===== src/rtl/obi_axi_bridge.sv =====
// OBI slave to AXI4 master bridge: single-beat transfers, several outstanding
// requests of one direction at a time, responses returned to OBI in order.
module obi_axi_bridge #(
  parameter int ADDR_W  = 32,
  parameter int DATA_W  = 32,
  parameter int MAX_OUT = 4,
  localparam int BE_W   = DATA_W / 8,
  localparam int CNT_W  = $clog2(MAX_OUT + 1)
) (
  input  logic              clk,
  input  logic              rst,
  // OBI slave
  input  logic              obi_req_i,
  input  logic              obi_we_i,
  input  logic [BE_W-1:0]   obi_be_i,
  input  logic [ADDR_W-1:0] obi_addr_i,
  input  logic [DATA_W-1:0] obi_wdata_i,
  output logic              obi_gnt_o,
  output logic              obi_rvalid_o,
  output logic [DATA_W-1:0] obi_rdata_o,
  output logic              obi_err_o,
  // AXI write address
  output logic [ADDR_W-1:0] m_axi_awaddr,
  output logic [7:0]        m_axi_awlen,
  output logic [2:0]        m_axi_awsize,
  output logic [1:0]        m_axi_awburst,
  output logic [2:0]        m_axi_awprot,
  output logic              m_axi_awvalid,
  input  logic              m_axi_awready,
  // AXI write data
  output logic [DATA_W-1:0] m_axi_wdata,
  output logic [BE_W-1:0]   m_axi_wstrb,
  output logic              m_axi_wlast,
  output logic              m_axi_wvalid,
  input  logic              m_axi_wready,
  // AXI write response
  input  logic [1:0]        m_axi_bresp,
  input  logic              m_axi_bvalid,
  output logic              m_axi_bready,
  // AXI read address
  output logic [ADDR_W-1:0] m_axi_araddr,
  output logic [7:0]        m_axi_arlen,
  output logic [2:0]        m_axi_arsize,
  output logic [1:0]        m_axi_arburst,
  output logic [2:0]        m_axi_arprot,
  output logic              m_axi_arvalid,
  input  logic              m_axi_arready,
  // AXI read data
  input  logic [DATA_W-1:0] m_axi_rdata,
  input  logic [1:0]        m_axi_rresp,
  input  logic              m_axi_rlast,
  input  logic              m_axi_rvalid,
  output logic              m_axi_rready,
  // debug view of the tracking state
  output logic [CNT_W-1:0]  dbg_cnt,
  output logic              dbg_dir,
  output logic              dbg_aw_done,
  output logic              dbg_w_done
);

  // Handshake rule: a transfer happens on a channel in a cycle where valid and
  // ready are both high; valid is never withdrawn before ready because OBI holds
  // req and its attributes until gnt, and can_issue cannot fall while waiting.

  localparam logic [CNT_W-1:0] MAX_C  = CNT_W'(MAX_OUT);
  localparam logic [2:0]       SIZE_C = 3'($clog2(BE_W));

  logic [CNT_W-1:0] cnt, cnt_nxt;
  logic             dir;
  logic             aw_done;
  logic             w_done;

  logic is_read, is_write, can_issue;
  logic ar_hs, aw_hs, w_hs, r_hs, b_hs;
  logic rd_gnt, wr_gnt, rsp;
  logic unused_ok;

  assign m_axi_awaddr  = obi_addr_i;
  assign m_axi_awlen   = 8'd0;
  assign m_axi_awsize  = SIZE_C;
  assign m_axi_awburst = 2'b01;
  assign m_axi_awprot  = 3'b000;
  assign m_axi_wdata   = obi_wdata_i;
  assign m_axi_wstrb   = obi_be_i;
  assign m_axi_wlast   = 1'b1;
  assign m_axi_araddr  = obi_addr_i;
  assign m_axi_arlen   = 8'd0;
  assign m_axi_arsize  = SIZE_C;
  assign m_axi_arburst = 2'b01;
  assign m_axi_arprot  = 3'b000;
  assign obi_rdata_o   = m_axi_rdata;

  assign unused_ok = ^{m_axi_rlast, m_axi_rresp[0], m_axi_bresp[0]};

  always_comb begin
    is_read  = obi_req_i & ~obi_we_i;
    is_write = obi_req_i & obi_we_i;
    // Registered count only, so a response never combinationally opens issue.
    can_issue = ~rst && (cnt < MAX_C) && ((cnt == '0) || (dir == obi_we_i));

    m_axi_arvalid = is_read & can_issue;
    m_axi_awvalid = is_write & can_issue & ~aw_done;
    m_axi_wvalid  = is_write & can_issue & ~w_done;

    ar_hs = m_axi_arvalid & m_axi_arready;
    aw_hs = m_axi_awvalid & m_axi_awready;
    w_hs  = m_axi_wvalid & m_axi_wready;

    rd_gnt    = ar_hs;
    wr_gnt    = is_write & can_issue & (aw_done | aw_hs) & (w_done | w_hs);
    obi_gnt_o = rd_gnt | wr_gnt;

    m_axi_rready = (cnt != '0) & ~dir;
    m_axi_bready = (cnt != '0) & dir;

    r_hs = m_axi_rvalid & m_axi_rready;
    b_hs = m_axi_bvalid & m_axi_bready;
    rsp  = r_hs | b_hs;

    obi_rvalid_o = rsp;
    obi_err_o    = (r_hs & m_axi_rresp[1]) | (b_hs & m_axi_bresp[1]);

    cnt_nxt = cnt;
    if (obi_gnt_o && !rsp) begin
      cnt_nxt = cnt + 1'b1;
    end else if (rsp && !obi_gnt_o) begin
      cnt_nxt = cnt - 1'b1;
    end
  end

  always_ff @(posedge clk or posedge rst) begin
    if (rst) begin
      cnt     <= '0;
      dir     <= 1'b0;
      aw_done <= 1'b0;
      w_done  <= 1'b0;
    end else begin
      cnt <= cnt_nxt;
      if (obi_gnt_o) begin
        dir <= obi_we_i;
      end
      aw_done <= wr_gnt ? 1'b0 : (aw_done | aw_hs);
      w_done  <= wr_gnt ? 1'b0 : (w_done | w_hs);
    end
  end

  assign dbg_cnt     = cnt;
  assign dbg_dir     = dir;
  assign dbg_aw_done = aw_done;
  assign dbg_w_done  = w_done;

  // Counter stays within 0..MAX_OUT and never wraps below zero.
  always_ff @(posedge clk) begin
    if (!rst) begin
      assert (cnt <= MAX_C);
      assert (!(rsp && !obi_gnt_o && cnt == '0));
    end
  end

endmodule


===== config.mk =====
export PLATFORM = sky130hd
export DESIGN_NAME = obi_axi_bridge
export DESIGN_NICKNAME = d
export VERILOG_FILES = /design/src/rtl/obi_axi_bridge.sv
export SDC_FILE = /design/constraint.sdc
export NUM_CORES = 1
export LEC_CHECK = 0
export ABC_CLOCK_PERIOD_IN_PS = 2300
export BUFFER_PORTS_ARGS = -buffer_cell sky130_fd_sc_hd__buf_2
export CAP_MARGIN = 30
export CORE_AREA = 8 8 109 111
export CTS_CLUSTER_DIAMETER = 100
export DETAILED_ROUTE_END_ITERATION = 10
export DIE_AREA = 0 0 117 119
export PLACE_DENSITY = 0.51
export SYNTH_ARGS = -nofsm -noshare
export SYNTH_HDL_FRONTEND = slang
export SYNTH_SLANG_ARGS = --single-unit

===== constraint.sdc =====
create_clock -name clk -period 2.3 [get_ports clk]
set_clock_uncertainty 0.05 [all_clocks]
set_input_delay 0.115 -clock clk [delete_from_list [all_inputs] [get_ports clk]]
set_output_delay 0.115 -clock clk [all_outputs]
set_load 0.02 [all_outputs]

==> flow_metrics.py <==
metrics = {
    "global_route": {
        "antenna_found_initial": 0,
        "wire_length_of_the_first_global_routing_pass_um": 4690,
        "grt.overflow.total": 0,
        "first_global_vias": 867,
        "grt_start_max_net_pins": 10,
        "grt_use_total_pct": 4.51,
    },
    "yosys": {
        "synth.distinct_cells": 30,
        "post_synth.cell_area_avg_um2": 7.89,
        "synthMostInstantiatedCell": "sky130_fd_sc_hd__buf_4",
        "post_synth_most_frequent_cells": "sky130_fd_sc_hd__buf_4, sky130_fd_sc_hd__nor2_1, sky130_fd_sc_hd__dfrtp_1, sky130_fd_sc_hd__a21oi_1, sky130_fd_sc_hd__or2_2",
        "synth_area_um2": 1710,
        "synth_flop_cell": "sky130_fd_sc_hd__dfrtp_1",
        "ys_ff_latch": 6,
        "synth-edff-count": 0,
        "synthDominantAreaCellType": "sky130_fd_sc_hd__buf_4",
        "post_synth_main_area_contributors": "sky130_fd_sc_hd__buf_4, sky130_fd_sc_hd__dfrtp_1, sky130_fd_sc_hd__nor2_1",
        "post-synth-top-area-fraction_pct": 72.3,
        "async_flop_share_pct": 100,
        "postSynthCellCount": 217,
        "part_of_the_yosys_area_used_for_sequential_elements_pct": 8.77,
        "yosysWarnings": 0,
    },
    "clock_network": {
        "cts_buffers": 3,
        "clk-insertion-delay-late_ns": 0.22,
        "tritoncts": "yes",
        "cts_buffer_depth": 2,
        "cts.clk_slew.worst_paths_ns": 0.04,
        "number_of_h_tree_branching_levels": 1,
        "clock_tree.root_cell": "sky130_fd_sc_hd__clkbuf_8",
        "cts_sinks": 6,
    },
    "timing": {
        "timing.final.max_slew_violations": 0,
        "ratio_of_final_minimum_period_to_clock_period_pct": 92.5,
        "finalHoldViolations": 0,
        "max_clock_freq_mhz": 470,
        "final-setup-viol-count": 0,
        "final.hold.worst_slack_ns": 0.144,
        "tns_setup_ns": 0,
        "finalCriticalPeriod_ns": 2.13,
        "rsz0062_at_grt": "false",
    },
    "routing": {
        "dr.first_iter.drc_count": 11,
        "detail_route.vias_per_cell": 2.92,
        "drc_errors": 0,
        "drt_pre_antenna_iters": 4,
        "vias": 745,
        "ant_nets": 0,
        "wire_per_inst_um": 13.0,
        "finalWirelength_um": 3310,
    },
    "power": {
        "power_uw": 926,
        "vdd_ir_drop_max_mv": 0.149,
        "comb_power_share_pct": 59.2,
        "sw_share_pct": 46.4,
        "power_density_nw_per_um2": 891,
        "switchingPower_uw": 430,
        "total_leakage_power_uw": 0.000485,
        "seq_power_share_pct": 23.1,
        "clkPwrFrac_pct": 17.7,
        "internal_power_uw": 496,
    },
    "finish": {
        "post_layout_nonfiller_instances": 255,
        "num-nets-final": 236,
        "design_area_um2": 1040,
        "insertedDiodeCount": 0,
        "synth_to_layout_area_growth_pct": -39.3,
        "drive_above_1_share_pct": 46.2,
    },
    "worst_setup_path": {
        "cp_slowest_cell": "sky130_fd_sc_hd__dfrtp_2",
        "max_stage_delay_ns": 0.45,
        "worst_path_required_ns": 2.35,
        "cell_breakdown_of_the_critical_path": "and2b_2 > a21oi_4 > or2_2 > ha_2 > inv_1 > fa_2 > mux2_2",
        "cp_data_arrival_time_ns": 2.18,
        "buffering_stage_count_on_the_worst_path_with_inverters_included": 1,
        "timing.setup.critical_path_class": "reg2reg",
        "critical_path.startpoint_type": "register",
        "critical_path.endpoint_type": "register",
        "critical-path-top-delay-family": "adder cells",
        "timing.critical_path.fanout_max": 7,
    },
    "place": {
        "place.detailed.instances": 248,
        "post-dp-hpwl_um": 2890,
        "placed_cell_area_um2": 947,
        "globalplace.congestion": 0.690,
        "buffer_ports.inserted": 24,
    },
    "floorplan": {
        "num_rows": 37,
        "core_um2": 10100,
        "ioPinCount": 293,
        "die_width_um": 117,
        "initial_util_pct": 17.0,
        "die_h_um": 119,
        "die_footprint_um2": 13900,
    },
    "flow_run": {
        "cap_violations": 0,
    },
    "run_status": {
        "outcome": "completed",
    },
    "worst_hold_path": {
        "holdCritPathClass": "in2reg",
    },
}
==> metrics by stage <==
step           util, %  setup WS (ns)
2_1_floorplan        -         0.0149
3_3_place_gp      9.39        0.00290
3_5_place_dp      9.39        -0.0434
4_1_cts           9.94         0.0177
5_1_grt           10.3         0.0352
6_report          10.3          0.171
==> area by class of cell <==
cell class,instances,area [µm²]
fillers,1206,9050
multi-input cells,73,464
repair buffers,34,198
well taps,136,170
flip-flops and latches,6,155
clock buffers,4,45.0
inverters,2,7.51
==> cells in the final DEF, fill, tap and decap left out, drive strengths merged, types with 2 or more instances in the layout <==
cell	netlist	layout
nor2	7	7
or2	3	3
conb	2	33
a21oi	5	5
clkbuf	1	4
a41oi	2	2
dfrtp	6	6
o21ai	2	2
inv	2	2
xor2	2	2
buf	166	33
nand2	2	2
==> sequential cells by signal, summed over array words and instances, names as in the netlist <==
name / flops
dbg_aw_done: 1
dbg_cnt: 3
dbg_dir: 1
dbg_w_done: 1
==> power groups by stage <==
stage          clock, µW  sequential, µW  combinational, µW
2_1_floorplan          0             286                628
3_3_place_gp           0             220                515
3_5_place_dp           0             221                521
4_1_cts              170             222                526
5_1_grt              175             223                606
6_report             164             214                548
==> tightest hold or removal path, stage by stage <==
cell and delay, ns:
sky130_fd_sc_hd__buf_2 0.10, sky130_fd_sc_hd__or2_2 0.10, sky130_fd_sc_hd__a21oi_1 0.05
==> per-layer routing <==
layer / track usage [%] / vias up / wire [µm]
met5: 0 / - / 0
met4: 8.17 / 0 / 450
met3: 2.17 / 53 / 536
met2: 6.29 / 83 / 1350
met1: 3.43 / 323 / 973
li1: - / 286 / -
==> cells by family after synthesis <==
group,after synthesis,synth area share [%]
xor+xnor,3,1.53
other cells,2,0.438
flops,6,8.77
mux,1,0.657
fa+ha+maj,2,1.90
compound gates,15,6.87
simple gates,19,6.50
buf+inv,169,73.3
==> final timing paths <==
| check | start | endpoint | slack [ns] | cells after the start |
|---|---|---|---|---|
| setup / recovery | dbg_dir | dbg_cnt[1] | 0.17 | 7 |
| hold reg to reg | dbg_w_done | dbg_w_done | 0.56 | 2 |
| min in group asynchronous | rst | dbg_dir | 0.33 | 3 |
| setup reg to reg | dbg_dir | dbg_cnt[1] | 0.17 | 7 |
| max in group asynchronous | rst | dbg_cnt[2] | 1.65 | 3 |
| hold / removal | m_axi_awready | dbg_w_done | 0.14 | 3 |
==> what timing repair did <==
action,CTS,global route
buffers inserted,0,2
pin swaps,0,6
hold endpoints to repair,6,0
cloned,0,0
endpoints found under the setup margin,1,1
resized for setup,1,6
hold buffers,1,0
(Power assumes the default switching activity.)
